$ cat config.mk
export PLATFORM = sky130hd
export DESIGN_NAME = nibble_serial_adder_ctrl
export DESIGN_NICKNAME = d
export VERILOG_FILES = /design/src/rtl/serial_add_pkg.sv /design/src/rtl/FA_4_Lookahead.sv /design/src/rtl/nibble_serial_adder_ctrl.sv
export SDC_FILE = /design/constraint.sdc
export NUM_CORES = 1
export LEC_CHECK = 0
export ABC_CLOCK_PERIOD_IN_PS = 2600
export CORE_MARGIN = 3
export CORE_UTILIZATION = 31
export CTS_CLUSTER_SIZE = 10
export DETAILED_ROUTE_END_ITERATION = 16
export SETUP_SLACK_MARGIN = 0.02
export SYNTH_ARGS = -nofsm -noshare
export SYNTH_HDL_FRONTEND = slang
export SYNTH_SLANG_ARGS = --single-unit
$ cat constraint.sdc
create_clock -name clk -period 2.6 [get_ports clk]
set_clock_uncertainty 0.15 [all_clocks]
set_input_delay 0.26 -clock clk [delete_from_list [all_inputs] [get_ports clk]]
set_output_delay 0.26 -clock clk [all_outputs]
set_load 0.03 [all_outputs]
$ cat src/rtl/serial_add_pkg.sv
// Package: serial_add_pkg
// Shared constants for the nibble-serial adder controller.
//   ST_IDLE / ST_RUN / ST_DONE : 2-bit FSM state encodings
//   NIBBLE_W                   : width of one slice pass
package serial_add_pkg;

  localparam int NIBBLE_W = 4;

  localparam logic [1:0] ST_IDLE = 2'd0;
  localparam logic [1:0] ST_RUN  = 2'd1;
  localparam logic [1:0] ST_DONE = 2'd2;

endpackage

$ cat src/rtl/FA_4_Lookahead.sv
// Module: FA_4_Lookahead
// 4-bit carry-lookahead adder slice, purely combinational.
// Ports:
//   A, B  in  4  addends
//   Cin   in  1  carry in
//   S     out 4  sum
//   Cout  out 1  carry out
module FA_4_Lookahead (
  input  logic [3:0] A,
  input  logic [3:0] B,
  input  logic       Cin,
  output logic [3:0] S,
  output logic       Cout
);

  logic [3:0] p;
  logic [3:0] g;
  logic [4:0] c;

  assign p = A ^ B;
  assign g = A & B;

  // Every carry is expanded from the slice inputs, so none waits on a lower bit.
  assign c[0] = Cin;
  assign c[1] = g[0] | (p[0] & c[0]);
  assign c[2] = g[1] | (p[1] & g[0]) | (p[1] & p[0] & c[0]);
  assign c[3] = g[2] | (p[2] & g[1]) | (p[2] & p[1] & g[0])
              | (p[2] & p[1] & p[0] & c[0]);
  assign c[4] = g[3] | (p[3] & g[2]) | (p[3] & p[2] & g[1])
              | (p[3] & p[2] & p[1] & g[0]) | (p[3] & p[2] & p[1] & p[0] & c[0]);

  assign S    = p ^ c[3:0];
  assign Cout = c[4];

endmodule

$ cat src/rtl/nibble_serial_adder_ctrl.sv
// Module: nibble_serial_adder_ctrl
// Runs one 4-bit lookahead slice over WIDTH-bit operands, one nibble per clock,
// LSB nibble first, with the carry held in a flop between passes.
// Optional feature macro: SERIAL_ADD_SUB_EN (adds the sub port; subtract = A + ~B + 1).
// Ports:
//   clk    in   1      rising-edge clock
//   rst    in   1      asynchronous active-high reset
//   start  in   1      request, honoured only in IDLE
//   a, b   in   WIDTH  operands, captured on accepted start
//   cin    in   1      carry-in, captured on accepted start
//   sub    in   1      subtract select (SERIAL_ADD_SUB_EN only)
//   busy   out  1      high while nibbles are being processed
//   done   out  1      one-cycle pulse, results valid from this cycle
//   sum    out  WIDTH  result, held until the next done
//   cout   out  1      carry out of the MSB nibble (NOT borrow when subtracting)
//   ovf    out  1      signed overflow
module nibble_serial_adder_ctrl
  import serial_add_pkg::*;
#(
  parameter int WIDTH = 16
) (
  input  logic             clk,
  input  logic             rst,
  input  logic             start,
  input  logic [WIDTH-1:0] a,
  input  logic [WIDTH-1:0] b,
  input  logic             cin,
`ifdef SERIAL_ADD_SUB_EN
  input  logic             sub,
`endif
  output logic             busy,
  output logic             done,
  output logic [WIDTH-1:0] sum,
  output logic             cout,
  output logic             ovf
);

  localparam int NIBBLES = WIDTH / NIBBLE_W;
  localparam int IDX_W   = (NIBBLES > 1) ? $clog2(NIBBLES) : 1;
  localparam logic [IDX_W-1:0] IDX_LAST = IDX_W'(NIBBLES - 1);

  logic [1:0]                state;
  logic [IDX_W-1:0]          idx;
  logic                      carry;
  logic [WIDTH-1:0]          a_sh;
  logic [WIDTH-1:0]          b_sh;
  // Holds the already-computed low nibbles; the final nibble joins on the last pass.
  logic [WIDTH-NIBBLE_W-1:0] sum_sh;

  logic [NIBBLE_W-1:0]       slice_s;
  logic                      slice_c;
  logic [WIDTH-1:0]          sum_nxt;
  logic [WIDTH-1:0]          b_eff;
  logic                      carry_init;

`ifdef SERIAL_ADD_SUB_EN
  assign b_eff      = sub ? ~b : b;
  assign carry_init = sub ? 1'b1 : cin;
`else
  assign b_eff      = b;
  assign carry_init = cin;
`endif

  FA_4_Lookahead u_slice (
    .A    (a_sh[NIBBLE_W-1:0]),
    .B    (b_sh[NIBBLE_W-1:0]),
    .Cin  (carry),
    .S    (slice_s),
    .Cout (slice_c)
  );

  assign sum_nxt = {slice_s, sum_sh};

  // NOTE: every register here is assigned with <= so all flops update from
  // the same pre-edge values; blocking = would make later reads see new values.
  always_ff @(posedge clk or posedge rst) begin
    if (rst) begin
      state  <= ST_IDLE;
      idx    <= '0;
      carry  <= 1'b0;
      a_sh   <= '0;
      b_sh   <= '0;
      sum_sh <= '0;
      busy   <= 1'b0;
      done   <= 1'b0;
      sum    <= '0;
      cout   <= 1'b0;
      ovf    <= 1'b0;
    end else begin
      case (state)
        ST_IDLE: begin
          done <= 1'b0;
          if (start) begin
            a_sh  <= a;
            b_sh  <= b_eff;
            carry <= carry_init;
            idx   <= '0;
            busy  <= 1'b1;
            state <= ST_RUN;
          end
        end
        ST_RUN: begin
          a_sh   <= {{NIBBLE_W{1'b0}}, a_sh[WIDTH-1:NIBBLE_W]};
          b_sh   <= {{NIBBLE_W{1'b0}}, b_sh[WIDTH-1:NIBBLE_W]};
          sum_sh <= sum_nxt[WIDTH-1:NIBBLE_W];
          carry  <= slice_c;
          idx    <= idx + 1'b1;
          if (idx == IDX_LAST) begin
            // Results are registered on entry to DONE so they are valid with the pulse.
            // On the last pass the slice holds the operand MSBs in bit 3.
            sum   <= sum_nxt;
            cout  <= slice_c;
            ovf   <= (a_sh[NIBBLE_W-1] == b_sh[NIBBLE_W-1]) &&
                     (slice_s[NIBBLE_W-1] != a_sh[NIBBLE_W-1]);
            busy  <= 1'b0;
            done  <= 1'b1;
            state <= ST_DONE;
          end
        end
        ST_DONE: begin
          done  <= 1'b0;
          state <= ST_IDLE;
        end
        default: begin
          busy  <= 1'b0;
          done  <= 1'b0;
          state <= ST_IDLE;
        end
      endcase
    end
  end

endmodule

==> results of run 1 <==
-- through the flow --
step | cells | instance area (sq um) | setup WS (ns)
after floorplan | 278 | 3059 | 0.4501
after global placement | 452 | 3742 | 0.6562
after detailed placement | 452 | 3742 | 0.6203
after CTS | 468 | 3935 | 0.6268
after global routing | 468 | 3935 | 0.5123
final | 468 | 3935 | 0.6489
-- logic make-up (layout without fill, tap and decap cells) --
| logic type | Yosys count | count (layout) | share of synthesized area (%) |
|---|---|---|---|
| simple gates | 82 | 82 | 11.33 |
| compound gates | 58 | 58 | 10.72 |
| buf+inv | 22 | 83 | 4.090 |
| mux | 37 | 37 | 13.58 |
| flops | 69 | 69 | 56.44 |
| fa+ha+maj | 6 | 6 | 2.699 |
| xor+xnor | 4 | 4 | 1.145 |
-- final cells by class --
cell class | instances | share of cell area (%)
sequential | 69 | 43.88
multi-input combinational | 187 | 30.87
timing repair buffer | 60 | 15.58
tap | 129 | 4.102
clock buffer | 12 | 3.688
clock inverter | 4 | 1.208
inverter | 7 | 0.6677
-- report_power, final --
part	internal, uW	total (uW)	leakage (uW)	switching, uW
registers	1560	1890	0.000868	332
clock network	467	854	0.0000964	388
logic	1020	2240	0.000874	1220
-- state kept, by name (all words and copies together), names as in the netlist, 2 cells and up --
name / count
b_sh: 16
sum_sh: 12
state: 2
sum: 16
a_sh: 16
idx: 2
-- layout by cell type, fill, tap and decap left out, types with 3 or more instances in the layout --
cell type / synthesis / final
xor2_1: 4 / 4
ha_1: 5 / 5
clkbuf_8: 0 / 10
buf_4: 0 / 3
dfrtp_1: 69 / 69
mux2i_1: 25 / 25
inv_1: 7 / 6
a22o_1: 4 / 4
mux2_4: 8 / 8
mux2_2: 4 / 4
nor2b_1: 6 / 6
o21ai_0: 39 / 39
clkdlybuf4s50_1: 0 / 55
nand2_1: 63 / 63
nor2_1: 8 / 8
a21oi_1: 7 / 7
-- worst min-delay path by stage --
stage,endpoint,slack (ns),cells past startpoint
finish,a_sh[3],0.05,2
global route,a_sh[3],0.08,2
CTS,a_sh[3],0.05,2
detailed placement,sum_sh[1],0.31,2
global placement,b_sh[7],0.31,2
floorplan,a_sh[13],0.24,1
-- routing by layer --
layer	up-vias	global-route usage, %	wire (microns)
met5	-	0	0
met4	0	3.655	83
met3	8	4.409	383
met2	59	16.89	2626
met1	973	16.10	3016
li1	1056	-	-
-- worst reg2reg max path, cell delays in order (launching register included) --
cell,delay (ns)
dfrtp_1,0.62
nor2b_4,0.44
nand2_4,0.27
mux2_4,0.36
-- synth_stat cells --
library cell	count
a22o_1	4
o21ai_0	39
o21a_1	1
clkbuf_1	6
o21ai_2	1
nor2b_4	1
nand2_1	63
nand3_1	1
a211o_1	1
xor2_1	4
mux2_2	4
mux2_4	8
o22ai_1	2
o22a_1	1
nand2_4	1
a21oi_1	7
nor2_1	8
mux2i_1	25
buf_6	5
ha_1	5
nand2b_1	2
o31ai_1	1
a2bb2oi_1	1
nor2b_1	6
inv_1	7
buf_2	4
dfrtp_1	69
fa_1	1
==> results_dict.tcl, run 1 <==
set metrics [dict create \
    ir_drop_mv 0.5325 \
    report.final.slew_viol_count 0 \
    r2r_start "state[0]" \
    cp.arrival_ns 2.03 \
    worst_slew_pin_slew_ns 0.5888 \
    io_pins 56 \
    drt_iter0_markers 89 \
    r2r_slack_ns 0.65 \
    die_h_microns 105.3 \
    nNetsFinal 376 \
    ys_seq_area_share_pct 56.44 \
    path_depth 3 \
    fp.dieW_microns 105.3 \
    synthesis.area_sq_um 3059 \
    cp.required_ns 2.68 \
    port_buffers 55 \
    die_area_sq_um 11100 \
    postSynthAreaPerCell_sq_um 11.00 \
    clock-root-buffer "clkbuf_8" \
    route.vias.total 2096 \
    num_rows 35 \
    drc 0 \
    critPathTopFamily "simple AND/OR/NAND/NOR gates" \
    core-area_sq_um 9415 \
    worst_path_largest_cell_delay_ns 0.62 \
    syn-num-nets 320 \
    wl_mm 6.110 \
    cp_cell_sequence "nor2b_4, nand2_4, mux2_4" \
    post_drt_wl_per_cell_microns 13.06 \
    outcome "complete, no violations" \
    grt_pass1_vias 2104 \
    grt_max_degree 54 \
    h-tree-depth 3 \
    drive_gt1_share_pct 10.32 \
    reg2reg_depth 3 \
    setup_viol 0 \
    grt_pass1_wl_mm 10.31 \
    clock_latency_ns 0.34 \
    tns_ns 0 \
    syn2layout_area_growth_pct 28.63 \
    multi_input_area_sq_um 1215 \
    yosysWarnings 0 \
    cts.clk_slew.worst_paths_ns 0.07 \
    postCtsSetupRepairBufs 0 \
    endpoint_kind "flip-flop" \
    fillCellCount 916 \
    layout_min_cycle_time_ns 1.951 \
    postRouteAntennaNets 0 \
    relSlewSlack_pct 60.65 \
    hold_path_class "in2async" \
    power_uw 4988 \
    cts_tree "built" \
    rsz0062_at_grt "no" \
    path_max_fanout 24 \
    cts-buffers-inserted 9 \
    grt_usage_pct 11.66 \
    fmax_ghz 0.5125 \
    drv_cap 0 \
    whs_ns 0.05348 \
    synth.top_cell.area_share_pct 56.44 \
    initial_core_util_pct 32.49 \
    dr.pass1.iters 4 \
    synth.distinct_cells 28 \
    post-route-period-util_pct 75.04 \
    startpoint "state[0]" \
    p_leak_uw 0.001838 \
    cts_hold_buf 0 \
    r2r_end "sum[0]" \
    cts.sinks 69 \
    cp_slowest_cell "dfrtp_1" \
    grt_overflow 0 \
    synthCells 278 \
    place_congestion 0.7423 \
    hold_viol_final 0 \
    ys_ff_latch 69 \
    antenna_found_initial 0 \
    final_util_pct 41.79 \
    path_buf_inv 0 \
    synth.area.top_cells "dfrtp_1 (56%), mux2i_1 (8.2%), nand2_1 (7.7%), o21ai_0 (6.4%), mux2_4 (3.9%)" \
    num_antenna_cells 0 \
    startpoint_type "flip-flop" \
    crit_type "reg2reg" \
    power_density_nw_per_um2 1267 \
    hpwl_mm 4.339 \
    cts.repair.resized 0 \
    via_per_inst 4.479 \
    clock_path_buffers 2 \
    regArea_sq_um 1727 \
    yosysTopAreaCell "dfrtp_1" \
    critPathCapture "sum[0]" \
]
No activity file was read; power rests on OpenSTA's default activity.
==> run 2: changes to the inputs <==
- ABC_CLOCK_PERIOD_IN_PS: 2600 -> 2009
- clock period: 2.6 -> 2.01 ns (I/O delays scaled with it)
==> run 2 against run 1 <==
- sequential power increased by 28%
- sequential share of layout area decreased by 0.30 points
- non-clock buffer count unchanged
- wire length decreased by 1.3%
- worst setup slack got worse by 0.48 ns
- hold slack improved by 0.089 ns
- largest cell class unchanged
- largest power group unchanged
==> results_dict.tcl, run 2 (synthesized netlist as in run 1, its figures left out) <==
set metrics [dict create \
    grt_overflow 0 \
    worst_path_largest_cell_delay_ns 0.40 \
    ir_drop_mv 0.5239 \
    fp.dieW_microns 105.3 \
    grt_pass1_wl_mm 10.23 \
    report.final.slew_viol_count 0 \
    place_congestion 0.7892 \
    p_int_uw 4061 \
    wl_mm 6.031 \
    crit_type "reg2reg" \
    path_buf_inv 0 \
    fillCellCount 912 \
    clock-root-buffer "clkbuf_8" \
    critPathTopFamily "compound AO/OA/AOI/OAI gates" \
    regArea_sq_um 1727 \
    drc 0 \
    dr.pass1.iters 4 \
    nNetsFinal 376 \
    fmax_ghz 0.5442 \
    cp.required_ns 2.05 \
    clock_path_buffers 2 \
    num_antenna_cells 0 \
    clock_latency_ns 0.33 \
    drv_cap 0 \
    post_drt_wl_per_cell_microns 12.89 \
    grt_pass1_vias 2016 \
    post-route-period-util_pct 91.42 \
    outcome "complete, no violations" \
    grt_usage_pct 11.50 \
    power_uw 6553 \
    layout_commonest_cell "dfrtp_1" \
    route.vias.total 2038 \
    tns_ns 0 \
    p_leak_uw 0.001846 \
    cp_slowest_cell "dfrtp_1" \
    cp_cell_sequence "ha_1, a211o_1, a21oi_1, xor2_1, o21ai_0" \
    io_pins 56 \
    final_area_sq_um 3963 \
    hold_path_class "in2async" \
    cts_hold_buf 0 \
    layout_min_cycle_time_ns 1.838 \
    postRouteAntennaNets 0 \
    final_cell_mix "dfrtp_1 (69), nand2_1 (63), clkdlybuf4s50_1 (55)" \
    setup_viol 0 \
    hold_viol_final 0 \
    cts_tree "built" \
    cts.sinks 69 \
    rsz0062_at_grt "no" \
    num_rows 35 \
    path_max_fanout 3 \
    combPwrFrac_pct 45.2 \
    multi_input_area_sq_um 1207 \
    h-tree-depth 3 \
    hpwl_mm 4.248 \
    power_density_nw_per_um2 1654 \
    antenna_found_initial 0 \
    initial_core_util_pct 32.49 \
    dp_slack_ns 0.1550 \
    cts.repair.resized 0 \
    postCtsSetupRepairBufs 0 \
    die_area_sq_um 11100 \
    drive_gt1_share_pct 10.62 \
    relSlewSlack_pct 61.31 \
    core-area_sq_um 9415 \
    drt_iter0_markers 55 \
    worst_slack_ns 0.1724 \
    via_per_inst 4.355 \
    cts-buffers-inserted 9 \
    power_frac_seq_pct 36.8 \
    die_h_microns 105.3 \
    p_switching_uw 2492 \
    syn2layout_area_growth_pct 29.53 \
    worst_slew_pin_slew_ns 0.5789 \
    reg.largest.list "a_sh: 16 flops, b_sh: 16 flops, sum: 16 flops" \
    port_buffers 55 \
    cp.arrival_ns 1.88 \
    startpoint_type "flip-flop" \
    endpoint_kind "flip-flop" \
    grt_max_degree 70 \
    whs_ns 0.1425 \
    cts.clk_slew.worst_paths_ns 0.07 \
    power.share.switching_pct 38.03 \
    place_area_sq_um 3751 \
    clkPwrFrac_pct 18.0 \
]
[run 2: cell count changes in the layout (fill, tap and decap cells not counted), sizes merged]
cell      previous run  this run
clkinvlp             1         2
clkbuf              12        13
inv                  7         6
clkinv               2         1
[run 2: worst paths after layout]
check,startpoint,end,slack (ns),depth (start not counted)
worst min register to register,a_sh[5],a_sh[5],0.33,2
worst max-delay path,a_sh[0],sum_sh[11],0.17,5
worst max register to register,a_sh[0],sum_sh[11],0.17,5
max in group asynchronous,rst,a_sh[0],1.24,3
min in group clk,a[13],a_sh[13],0.32,2
worst min-delay path,rst,sum[13],0.14,3
[run 2: worst register-to-register path, stage by stage, from the launching register on]
cell and delay (ns):
dfrtp_1 0.40, ha_1 0.30, a211o_1 0.30, a21oi_1 0.26, xor2_1 0.20, o21ai_0 0.09
[run 2: metal layers]
layer / track usage [%] / share of wire [%]
met1: 15.66 / 49
met2: 17.35 / 44
met3: 4.470 / 5.8
met4: 2.530 / 0.91
met5: 0 / 0
[run 2: cell type report]
| type | instances | share of cell area [%] |
|---|---|---|
| Multi-Input combinational cell | 187 | 30.47 |
| Timing Repair Buffer | 60 | 15.79 |
| Clock buffer | 13 | 4.263 |
| Inverter | 7 | 0.7578 |
| Sequential cell | 69 | 43.57 |
| Tap cell | 129 | 4.073 |
| Clock inverter | 3 | 1.074 |
[run 2: per-stage QoR]
step / util, % / std cells
6_report: 42.09 / 468
5_1_grt: 42.09 / 468
4_1_cts: 42.09 / 468
3_5_place_dp: 39.84 / 452
2_1_floorplan: - / 278
3_3_place_gp: 39.84 / 452
[run 2: power by group through the flow]
stage	sequential (uW)	clock (uW)	combinational (uW)
6_report	2410	1180	2960
3_5_place_dp	2450	0	3010
5_1_grt	2500	1280	3290
4_1_cts	2420	1210	3010
2_1_floorplan	2690	0	1870
3_3_place_gp	2420	0	2950
